--- src/rtl/param_load_ctrl.sv ---
// param_load_ctrl: routes bus write beats into per-channel parameter memories
// (ch0 pixel, ch1 weight, ch2 bias) layer by layer.
//
// Each channel walks IDLE -> LOAD -> FINISH. It counts written beats against a
// per-layer programmable length. It pulses layer_done after each layer and
// parks in FINISH once its last layer is loaded. irq fires when every channel
// has finished.
//
// Optional feature macro: LOAD_ERR_CHECK_EN. When it is defined, err is a
// sticky flag. It sets on a beat to a finished channel or on a rejected config
// write, and it clears together with irq.
//
// Ports:
//   clk, rst          clock, asynchronous active-high reset
//   awaddr, awvalid   write address; region decode, config and irq-clear hits
//   wdata, wvalid     write data; wvalid qualifies memory beats
//   mem_we            one-hot memory write strobe per channel
//   mem_addr          word address within the current layer
//   mem_data          write data (wdata[DATA_W-1:0])
//   layer_done        one-cycle pulse per completed layer, per channel
//   layer_sel         current layer index, 4 bits per channel
//   ch_finish         level: channel has loaded all its layers
//   irq               all-channels-finished interrupt, cleared by IRQ_ADDR write
//   err               sticky load/config error (0 unless LOAD_ERR_CHECK_EN)
module param_load_ctrl #(
  parameter int unsigned NUM_CH      = 3,
  parameter int unsigned NUM_LAYERS  = 4,
  parameter int unsigned DATA_W      = 16,
  parameter logic [15:0] REGION_BASE = 16'hd333,
  parameter logic [31:0] CFG_ADDR    = 32'hd111_0004,
  parameter logic [31:0] IRQ_ADDR    = 32'hd222_0000,
  parameter logic [15:0] DEFAULT_LEN = 16'd8
) (
  input  logic                clk,
  input  logic                rst,
  input  logic [31:0]         awaddr,
  input  logic                awvalid,
  input  logic [31:0]         wdata,
  input  logic                wvalid,
  output logic [NUM_CH-1:0]   mem_we,
  output logic [15:0]         mem_addr,
  output logic [DATA_W-1:0]   mem_data,
  output logic [NUM_CH-1:0]   layer_done,
  output logic [NUM_CH*4-1:0] layer_sel,
  output logic [NUM_CH-1:0]   ch_finish,
  output logic                irq,
  output logic                err
);

  typedef enum logic [1:0] {StIdle, StLoad, StFinish} state_e;

  state_e      state_q [NUM_CH];
  state_e      state_d [NUM_CH];
  logic [15:0] count_q [NUM_CH];
  logic [3:0]  layer_q [NUM_CH];
  logic [15:0] len_q   [NUM_CH][NUM_LAYERS];
  logic [15:0] cur_len [NUM_CH];

  logic [NUM_CH-1:0] beat;
  logic [NUM_CH-1:0] wr;
  logic [NUM_CH-1:0] last;
  logic [NUM_CH-1:0] last_layer;
  logic [NUM_CH-1:0] done_q;

  logic cfg_hit;
  logic cfg_ch_idle;
  logic cfg_ly_ok;
  logic cfg_we;
  logic irq_clr;
  logic all_fin;
  logic all_fin_q;
  logic irq_q;

  // Length field sits in wdata[15:0]; bits 23:16 of a config word carry nothing.
  logic unused_wdata;
  assign unused_wdata = ^wdata[23:16];

  // Beat decode and end-of-layer detection. Layer lookups use compare loops so
  // the 4-bit layer index never has to match the array depth.
  always_comb begin
    for (int c = 0; c < NUM_CH; c++) begin
      beat[c]    = wvalid && (awaddr[31:16] == (REGION_BASE + 16'(c)));
      wr[c]      = beat[c] && (state_q[c] != StFinish);
      cur_len[c] = '0;
      for (int l = 0; l < NUM_LAYERS; l++) begin
        if (layer_q[c] == 4'(l)) cur_len[c] = len_q[c][l];
      end
      last_layer[c] = (layer_q[c] == 4'(NUM_LAYERS - 1));
      last[c]       = wr[c] && (count_q[c] == (cur_len[c] - 16'd1));
    end
  end

  // FSM state register
  always_ff @(posedge clk or posedge rst) begin
    if (rst) begin
      for (int c = 0; c < NUM_CH; c++) state_q[c] <= StIdle;
    end else begin
      for (int c = 0; c < NUM_CH; c++) state_q[c] <= state_d[c];
    end
  end

  // FSM next state
  always_comb begin
    for (int c = 0; c < NUM_CH; c++) begin
      state_d[c] = state_q[c];
      case (state_q[c])
        StIdle, StLoad: begin
          if (last[c] && last_layer[c]) state_d[c] = StFinish;
          else if (wr[c])               state_d[c] = StLoad;
        end
        StFinish: state_d[c] = StFinish;
        default:  state_d[c] = StIdle;
      endcase
    end
  end

  // FSM outputs. Beats never target two channels at once, so OR-merging the
  // per-channel address is a plain mux.
  always_comb begin
    mem_we   = wr;
    mem_addr = '0;
    mem_data = '0;
    for (int c = 0; c < NUM_CH; c++) begin
      if (wr[c]) mem_addr = mem_addr | count_q[c];
      ch_finish[c]        = (state_q[c] == StFinish);
      layer_sel[c*4 +: 4] = layer_q[c];
    end
    if (|wr) mem_data = wdata[DATA_W-1:0];
  end

  assign layer_done = done_q;

  // Word counter and layer index
  always_ff @(posedge clk or posedge rst) begin
    if (rst) begin
      for (int c = 0; c < NUM_CH; c++) begin
        count_q[c] <= '0;
        layer_q[c] <= '0;
      end
      done_q <= '0;
    end else begin
      for (int c = 0; c < NUM_CH; c++) begin
        if (last[c])    count_q[c] <= '0;
        else if (wr[c]) count_q[c] <= count_q[c] + 16'd1;
        // On the final layer the index stays parked at NUM_LAYERS-1.
        if (last[c] && !last_layer[c]) layer_q[c] <= layer_q[c] + 4'd1;
      end
      done_q <= last;
    end
  end

  // Config write: {ch[31:28], layer[27:24], len[15:0]}. It only takes effect
  // on an idle channel with in-range indices and a non-zero length.
  always_comb begin
    cfg_hit     = awvalid && (awaddr == CFG_ADDR);
    cfg_ch_idle = 1'b0;
    cfg_ly_ok   = 1'b0;
    for (int c = 0; c < NUM_CH; c++) begin
      if ((wdata[31:28] == 4'(c)) && (state_q[c] == StIdle)) cfg_ch_idle = 1'b1;
    end
    for (int l = 0; l < NUM_LAYERS; l++) begin
      if (wdata[27:24] == 4'(l)) cfg_ly_ok = 1'b1;
    end
    cfg_we = cfg_hit && cfg_ch_idle && cfg_ly_ok && (wdata[15:0] != 16'd0);
  end

  always_ff @(posedge clk or posedge rst) begin
    if (rst) begin
      for (int c = 0; c < NUM_CH; c++) begin
        for (int l = 0; l < NUM_LAYERS; l++) len_q[c][l] <= DEFAULT_LEN;
      end
    end else if (cfg_we) begin
      for (int c = 0; c < NUM_CH; c++) begin
        for (int l = 0; l < NUM_LAYERS; l++) begin
          if ((wdata[31:28] == 4'(c)) && (wdata[27:24] == 4'(l))) len_q[c][l] <= wdata[15:0];
        end
      end
    end
  end

  // irq sets on the rising edge of "all finished". ch_finish stays high until
  // reset, so a level-triggered set would make the clear write useless.
  assign all_fin = &ch_finish;
  assign irq_clr = awvalid && (awaddr == IRQ_ADDR);

  always_ff @(posedge clk or posedge rst) begin
    if (rst) begin
      all_fin_q <= 1'b0;
      irq_q     <= 1'b0;
    end else begin
      all_fin_q <= all_fin;
      if (all_fin && !all_fin_q) irq_q <= 1'b1;
      else if (irq_clr)          irq_q <= 1'b0;
    end
  end

  assign irq = irq_q;

`ifdef LOAD_ERR_CHECK_EN
  logic err_q;
  logic err_set;

  assign err_set = (|(beat & ~wr)) || (cfg_hit && !cfg_we);

  always_ff @(posedge clk or posedge rst) begin
    if (rst)          err_q <= 1'b0;
    else if (err_set) err_q <= 1'b1;
    else if (irq_clr) err_q <= 1'b0;
  end

  assign err = err_q;
`else
  assign err = 1'b0;
`endif

endmodule

--- config.mk ---
export PLATFORM = sky130hd
export DESIGN_NAME = param_load_ctrl
export DESIGN_NICKNAME = d
export VERILOG_FILES = /design/src/rtl/param_load_ctrl.sv
export SDC_FILE = /design/constraint.sdc
export NUM_CORES = 1
export LEC_CHECK = 0
export ABC_AREA = 1
export BUFFER_PORTS_ARGS = -buffer_cell sky130_fd_sc_hd__clkbuf_2
export CORE_ASPECT_RATIO = 2
export CORE_UTILIZATION = 30
export CTS_CLUSTER_DIAMETER = 80
export CTS_CLUSTER_SIZE = 14
export DETAILED_ROUTE_END_ITERATION = 8
export PLACE_DENSITY_LB_ADDON = 0.2
export SETUP_SLACK_MARGIN = 0.15
export SLEW_MARGIN = 20
export SYNTH_ARGS = -nofsm -noshare
export SYNTH_HDL_FRONTEND = slang
export SYNTH_SLANG_ARGS = --single-unit
--- constraint.sdc ---
create_clock -name clk -period 24.9 [get_ports clk]
set_clock_uncertainty 0.1 [all_clocks]
set_input_delay 2.49 -clock clk [delete_from_list [all_inputs] [get_ports clk]]
set_output_delay 2.49 -clock clk [all_outputs]
set_load 0.01 [all_outputs]
==> results of run 1 <==
critical path: stages:
cell and delay [ps]:
clkbuf_2 80, or2_2 300, nor3_2 390, nand2_1 90, inv_1 110, nand3_2 370, inv_1 640, nor3_1 100
buf_4 210, nor2_1 130, clkbuf_2 160
through the flow:
step	instances	hold WS (ps)	instance area [um^2]
after floorplan	2384	310	16400
after global placement	3078	327	17400
after detailed placement	3078	340	17400
after CTS	3117	354	18100
after global routing	3118	370	18200
final	3118	343	18200
layout by cell type, fill, tap and decap left out, drive strengths merged, types with 2 or more instances in the layout:
cell / n
nand3: 258
ha: 18
clkinv: 2
or4: 2
a21oi: 25
xor2: 43
nand3b: 18
nor2: 232
o21bai: 5
nand4: 55
o211ai: 2
or2: 24
clkbuf: 152
inv: 295
o221ai: 14
dfrtp: 251
nand2: 709
xnor2: 7
o21ai: 241
dfstp: 12
nor4: 9
a211o: 2
nor3: 44
o41ai: 2
buf: 18
and3: 3
flip-flops by register name, indices dropped and copies added (netlist names):
signal	flops
len_q	192
irq	1
layer_done	3
layer_sel	12
count_q	48
all_fin_q	1
state_q	6
final cells by class:
type                            instances  area, um^2  area share
Sequential cell                       263        6600       0.363
Tap cell                              671         840      0.0462
Clock buffer                           39         646      0.0355
Inverter                              297        1120      0.0619
Multi-Input combinational cell       1717        8230       0.453
Timing Repair Buffer                  131         733      0.0404
power breakdown:
part           total (mW)  switching, mW  internal [mW]
registers           0.427    0.000000244          0.427
logic              0.0299         0.0241        0.00579
clock network       0.343          0.167          0.175
layer usage:
layer	track usage	part of all wire	vias to the layer above
li1	-	-	7701
met1	0.241	0.40	7254
met2	0.377	0.50	360
met3	0.0181	0.032	119
met4	0.129	0.065	2
met5	0	0.00024	-
final timing paths:
check | start | end | slack (ps) | cells past startpoint
max | awaddr[27] | mem_data[1] | 17210 | 11
max in group asynchronous | rst | len_q[65]$_DFFE_PP0P_ | 21800 | 3
max reg2reg | layer_sel[0]$_DFFE_PP0P_ | count_q[40]$_DFFE_PP0P_ | 20030 | 18
min reg2reg | all_fin_q$_DFF_PP0_ | irq$_DFFE_PP0P_ | 340 | 1
min in group asynchronous | rst | len_q[54]$_DFFE_PP0P_ | 1820 | 2
min | all_fin_q$_DFF_PP0_ | irq$_DFFE_PP0P_ | 340 | 1
cells by family (layout without fill, tap and decap cells):
group	after synthesis	count (layout)	synth area share
xor gates and xnor gates	50	50	0.0267
adders and majority gates	18	18	0.0137
and+or+nand+nor	1355	1355	0.362
DFF	263	263	0.402
other	1	1	0.000229
buffers and inverters	404	467	0.0985
AOI/OAI and AO/OA	293	293	0.0967
==> results_dict.tcl, run 1 <==
set metrics [dict create \
    status "finished, final reports clean" \
    dp_slack_ps 17220 \
    clockBufferDepth 3 \
    cp.arrival_ps 5100 \
    rows 120 \
    slew-limit-headroom 0.242 \
    crit_fanout 17 \
    slew_viol_final 0 \
    nFillCells 5902 \
    grt_pass1_vias 14900 \
    netlist_area_um2 16400 \
    path_clk_slew_ps 70 \
    rsz0062_at_grt "no" \
    wl_per_cell_um 18.6 \
    floorplan.initialDensity 0.305 \
    drc_errors 0 \
    grt_util_all_layers 0.210 \
    setup_viol 0 \
    cts_setup_buffers 0 \
    synth_seq_cells 263 \
    finalNetCount 2518 \
    power.total_uw 800 \
    first_pass_iters 5 \
    crit_required_ps 22310 \
    antenna_cells 0 \
    htree_levels 1 \
    fin_tns_setup_ps 0 \
    drive_gt1_frac 0.0985 \
    num_vias 15400 \
    ys_top_cells_by_count "nand2_1 (696), inv_1 (288), nand3_1 (256)" \
    synth-edff-count 0 \
    synth.area.top_cells "dfrtp_1 (38%), nand2_1 (16%), nand3_1 (7.8%)" \
    ctsHoldBuffers 0 \
    viasPerCell 4.95 \
    maxCapViolCount 0 \
    cp-start-kind "input pin" \
    antenna_found_initial 1 \
    ys_seq_area_frac 0.402 \
    async_flop_share 1.00 \
    worstSetupPathType "in2out" \
    cts_tree "done" \
    worst_slew_pin_slew_ps 1130 \
    grt_remaining_overflow 0 \
    die_h_um 333 \
    dp_hpwl_um 43200 \
    ioPinCount 123 \
    setup_slack_ps 17210 \
    grt_pass1_wl_um 89500 \
    post-route-util 0.338 \
    min_path_type "reg2reg" \
    synth_top_area_frac 0.383 \
    dieArea_um2 55600 \
    period_share 0.309 \
    die_w_um 167 \
    routed_wl_um 58100 \
    p_leak_nw 9.27 \
    p_per_area_nw_per_um2 44.0 \
    gp_congestion 0.918 \
    cts_root_buf "clkbuf_16" \
    syn_inst 2384 \
    fin_crit_ps 7690 \
    ys_types 47 \
    portBuffers 113 \
    hold_violations 0 \
    grt_max_degree 139 \
    endpoint_kind "output port" \
    synth-warning-count 0 \
    drt-initial-drc-count 1090 \
    core-area_um2 53800 \
    synth.avg_cell_area_um2 6.87 \
    area_delta_synth_final_pct 10.9 \
    postRouteAntennaNets 0 \
    yosysMostFrequentCell "nand2_1" \
    ir_drop_v 0.0000363 \
    clock_latency_ps 540 \
    fmaxAchievable_mhz 130 \
    syn_nets 2470 \
    cts_inserted_buffers 22 \
    cts_sinks 263 \
    yosysTopAreaCell "dfrtp_1" \
    ys.flop_type "dfrtp_1" \
    post_cts_resized 0 \
]
(Power assumes the default switching activity.)
==> run 2: changes to the inputs <==
Settings changed: ABC_AREA 1 to 0.
Clock period 24.9 ns to 7.7 ns, I/O delays scaled along.
==> results_dict.tcl, run 2 <==
set metrics [dict create \
    r2r_cells 17 \
    highest_layer "met4" \
    cts_tree "done" \
    ioPinCount 123 \
    async_flop_share 1.00 \
    wl_met1_um 18400 \
    maxCapViolCount 0 \
    wl_per_cell_um 23.2 \
    post_cts_resized 0 \
    finalNetCount 1673 \
    crit_fanout 23 \
    ys_seq_area_frac 0.421 \
    syn_nets 1611 \
    p_leak_nw 8.20 \
    wl_met3_um 1330 \
    p_per_area_nw_per_um2 148 \
    post-route-util 0.337 \
    fmaxAchievable_mhz 182 \
    final_cell_mix "dfrtp_1 (251), mux2_2 (194), clkbuf_2 (113)" \
    period_share 0.713 \
    top_register "len_q" \
    worst_slew_pin_slew_ps 1080 \
    synth.area.top_cells "dfrtp_1 (40%), mux2_2 (14%), xnor2_1 (2.8%)" \
    fin_crit_ps 5490 \
    clockBufferDepth 3 \
    grt_remaining_overflow 0 \
    yosysMostFrequentCell "dfrtp_1" \
    rows 118 \
    first_pass_iters 7 \
    cts_root_buf "clkbuf_16" \
    cp_cell_sequence "inv_1 -> ha_1 -> buf_4 -> inv_2 -> o211a_1 -> a32o_1 -> inv_1 -> ha_1 -> inv_1 -> nor4b_2 -> nand3_1 -> or2_1 -> or4_4 -> nand2_1 -> nand2_1 -> nor4b_4 -> a21oi_1" \
    die_h_um 325 \
    largest_register_ffs 192 \
    syn_inst 1525 \
    crit_slowest_cell "nor4b_4" \
    wl_met2_um 29600 \
    antenna_cells 0 \
    r2r_start "layer_sel[8]$_DFFE_PP0P_" \
    core-area_um2 51700 \
    synth-warning-count 0 \
    floorplan.initialDensity 0.303 \
    htree_levels 1 \
    grt_pass1_wl_um 78800 \
    setup_viol 0 \
    ys.flop_type "dfrtp_1" \
    netlist_area_um2 15700 \
    clock_latency_ps 540 \
    cp-start-kind "flop" \
    endpoint_kind "flop" \
    slowest_delay_ps 960 \
    dp_hpwl_um 39000 \
    portBuffers 113 \
    regToRegSetupSlack_ps 2210 \
    grt_util_all_layers 0.200 \
    rsz0062_at_grt "no" \
    worstSetupPathType "reg2reg" \
    cp_common_cell "inv_1" \
    r2r_end "state_q[0]$_DFFE_PP0P_" \
    drt-initial-drc-count 538 \
    min_path_type "in2async" \
    slew-limit-headroom 0.279 \
    area_delta_synth_final_pct 11.2 \
    status "finished, final reports clean" \
    routed_wl_um 52500 \
    fin_tns_setup_ps 0 \
    yosysTopAreaCell "dfrtp_1" \
    ys_types 104 \
    ir_drop_v 0.000125 \
    synth_seq_cells 263 \
    drive_gt1_frac 0.265 \
    cp.arrival_ps 5770 \
    postRouteAntennaNets 0 \
    hold_violations 0 \
    ys_top_cells_by_count "dfrtp_1 (251), mux2_2 (194), nand2_1 (97)" \
    synth_top_area_frac 0.401 \
    crit_required_ps 7980 \
    cts_setup_buffers 0 \
    die_w_um 164 \
    cts_sinks 263 \
    cts_inserted_buffers 22 \
    antenna_found_initial 0 \
    grt_pass1_vias 12500 \
    ctsHoldBuffers 0 \
    final_common_cell "dfrtp_1" \
    num_vias 12300 \
    path_clk_slew_ps 80 \
    dieArea_um2 53100 \
    slew_viol_final 0 \
    synth.avg_cell_area_um2 10.3 \
    grt_max_degree 169 \
    drc_errors 0 \
    gp_congestion 0.881 \
    synth-edff-count 0 \
    viasPerCell 5.44 \
]
==> run 2: metal layers <==
layer  global-route usage  up-vias
li1                     -     5690
met3               0.0153      113
met5                    0        -
met2                0.391      243
met1                0.199     6252
met4                0.115        0
==> run 2: worst max-delay path by stage <==
stage                             startpoint                     end
floorplan                                rst     all_fin_q$_DFF_PP0_
global placement    layer_sel[8]$_DFFE_PP0P_  state_q[0]$_DFFE_PP0P_
detailed placement  layer_sel[8]$_DFFE_PP0P_  state_q[0]$_DFFE_PP0P_
CTS                 layer_sel[8]$_DFFE_PP0P_  state_q[0]$_DFFE_PP0P_
global route        layer_sel[8]$_DFFE_PP0P_  state_q[0]$_DFFE_PP0P_
finish              layer_sel[8]$_DFFE_PP0P_  state_q[0]$_DFFE_PP0P_
==> run 2: cell type report <==
cell class                      count  area, um^2
Timing Repair Buffer              142         796
Clock inverter                      1        5.00
Clock buffer                       38         632
Fill cell                        5393       34300
Sequential cell                   263        6600
Tap cell                          660         826
Inverter                           72         274
Multi-Input combinational cell   1086        8270
==> run 2: logic make-up (layout without fill, tap and decap cells) <==
logic type,count (synthesis),after routing,synth area share
AOI/OAI and AO/OA,281,281,0.136
buffers and inverters,176,253,0.0508
and+or+nand+nor,495,495,0.181
muxes,200,200,0.144
DFF,263,263,0.421
adders and majority gates,19,19,0.0150
other,1,1,0.000240
xor gates and xnor gates,90,90,0.0522
==> run 2: report_power, final <==
part / internal (mW) / total [mW] / switching [mW]
logic: 0.0199 / 0.0898 / 0.0699
registers: 1.38 / 1.38 / 0.0000401
clock network: 0.557 / 1.10 / 0.539
==> run 2: worst max-delay path, delay by kind of cell, from the launching register on <==
kind	cells	cell delay [ps]
compound gates	3	710
fa+ha+maj	2	440
buf+inv	5	900
flops	1	440
simple gates	7	2710
==> run 2: per-stage QoR <==
step                      cells  instance area, um^2  hold WS, ps  setup WS [ps]  power (mW)
after global routing       2262                17400          324           1900        2.66
after floorplan            1525                15700          354           3370        1.44
after global placement     2223                16800          376           2300        1.50
after detailed placement   2223                16800          384           2250        1.50
final                      2262                17400          271           2210        2.57
after CTS                  2262                17400          286           2200        2.61
==> run 3: changes to the inputs <==
Clock period 7.7 ns to 4.4 ns, I/O delays scaled along.
==> results_dict.tcl, run 3 (synthesized netlist as in run 2, its figures left out) <==
set metrics [dict create \
    ioPinCount 123 \
    wl_met3_um 1430 \
    worstSetupPathType "reg2reg" \
    crit_family "simple AND/OR/NAND/NOR gates" \
    placed_cells 2288 \
    crit_slowest_cell "dfrtp_2" \
    dpl-instance-area_um2 17300 \
    antenna_found_initial 0 \
    final_cell_mix "dfrtp_1 (249), mux2_2 (194), clkbuf_2 (113)" \
    cp.arrival_ps 4380 \
    endpoint_kind "flop" \
    viasPerCell 5.41 \
    antenna_cells 0 \
    crit_required_ps 4720 \
    cts_inserted_buffers 22 \
    min_path_cells 3 \
    portBuffers 113 \
    core-area_um2 51700 \
    floorplan.initialDensity 0.303 \
    power.total_mw 4.47 \
    top_register "len_q" \
    grt_max_degree 108 \
    first_pass_iters 9 \
    crit_cells 12 \
    final_common_cell "dfrtp_1" \
    p_per_area_nw_per_um2 246 \
    layout.cells.non_filler 2328 \
    die_w_um 164 \
    cts_tree "done" \
    dieArea_um2 53100 \
    slowest_delay_ps 450 \
    cts_sinks 263 \
    nFillCells 5245 \
    cts_root_buf "clkbuf_16" \
    path_clk_slew_ps 70 \
    setup_slack_ps 346 \
    status "finished, final reports clean" \
    finalNetCount 1740 \
    fin_crit_ps 4050 \
    stdcell_area_um2 18200 \
    worst_slew_pin_slew_ps 896 \
    cp_common_cell "buf_4" \
    crit_buf_inv 3 \
    fin_tns_setup_ps 0 \
    postRouteAntennaNets 0 \
    highest_layer "met4" \
    whs_ps 146 \
    p_leak_nw 8.58 \
    wl_met1_um 18200 \
    period_share 0.921 \
    die_h_um 325 \
    dp_hpwl_um 40400 \
    rows 118 \
    slew_viol_final 0 \
    routed_wl_um 52900 \
    min_path_type "in2reg" \
    area_delta_synth_final_pct 16.1 \
    rsz0062_at_grt "yes" \
    cp_cell_sequence "ha_1 -> buf_4 -> inv_2 -> a32oi_2 -> and3b_1 -> nand2_1 -> nor3_1 -> xnor2_1 -> nor4_4 -> buf_4 -> nor4b_2 -> mux2_2" \
    slew-limit-headroom 0.401 \
    wl_per_cell_um 22.7 \
    maxCapViolCount 0 \
    ir_drop_v 0.000200 \
    largest_register_ffs 192 \
    dp_slack_ps 142 \
    grt_remaining_overflow 0 \
    crit_fanout 26 \
    fmaxAchievable_mhz 247 \
    setup_viol 0 \
    grt_pass1_vias 13100 \
    cp-start-kind "flop" \
    grt_pass1_wl_um 79800 \
    wl_met2_um 30000 \
    clockBufferDepth 3 \
    hold_violations 0 \
    htree_levels 1 \
    drt-initial-drc-count 510 \
    clock_latency_ps 540 \
    drive_gt1_frac 0.312 \
    num_vias 12600 \
    drc_errors 0 \
    post-route-util 0.352 \
    grt_util_all_layers 0.201 \
    r2r_cells 12 \
    gp_congestion 0.900 \
]
-- run 3: what timing repair did --
action	in CTS	in global routing
endpoints found under the hold margin	3	0
cloned	0	0
hold buffers	1	0
buffers inserted	0	1
pin swaps	0	10
setup endpoints to repair	3	64
gates resized for setup	2	42
-- run 3: worst paths after layout --
check / start / end / slack, ps
worst max-delay path: layer_sel[4]$_DFFE_PP0P_ / layer_sel[6]$_DFFE_PP0P_ / 350
worst min-delay path: awaddr[17] / irq$_DFFE_PP0P_ / 150
worst max register to register: layer_sel[4]$_DFFE_PP0P_ / layer_sel[6]$_DFFE_PP0P_ / 350
min in group asynchronous: rst / layer_done[2]$_DFF_PP0_ / 280
worst min register to register: state_q[5]$_DFFE_PP0P_ / state_q[4]$_DFFE_PP0P_ / 390
max in group asynchronous: rst / len_q[101]$_DFFE_PP0P_ / 2920
-- run 3: worst register-to-register path: stages (launching register included) --
cell and delay, ps:
dfrtp_2 450, ha_1 370, buf_4 380, inv_2 200, a32oi_2 440, and3b_1 270, nand2_1 180, nor3_1 300
xnor2_1 170, nor4_4 340, buf_4 180, nor4b_2 210, mux2_2 360
-- run 3: power breakdown --
group	switching, mW	internal (mW)	total, mW	leakage, nW
Combinational	0.123	0.0392	0.162	4.72
Clock	0.921	0.971	1.89	0.304
Sequential	0.0000674	2.42	2.42	3.55
-- run 3: area by class of cell --
class                   count  area (um^2)  area share
clock buffers              37          628      0.0346
well taps                 660          826      0.0455
repair buffers            209         1380      0.0758
clock inverters             1         5.00    0.000276
inverters                  72          277      0.0152
multi-input cells        1086         8450       0.465
flip-flops and latches    263         6600       0.363
-- run 3: metal layers --
metal,GRT usage,vias up
li1,-,5827
met1,0.197,6362
met2,0.395,278
met3,0.0182,131
met4,0.120,0
met5,0,-
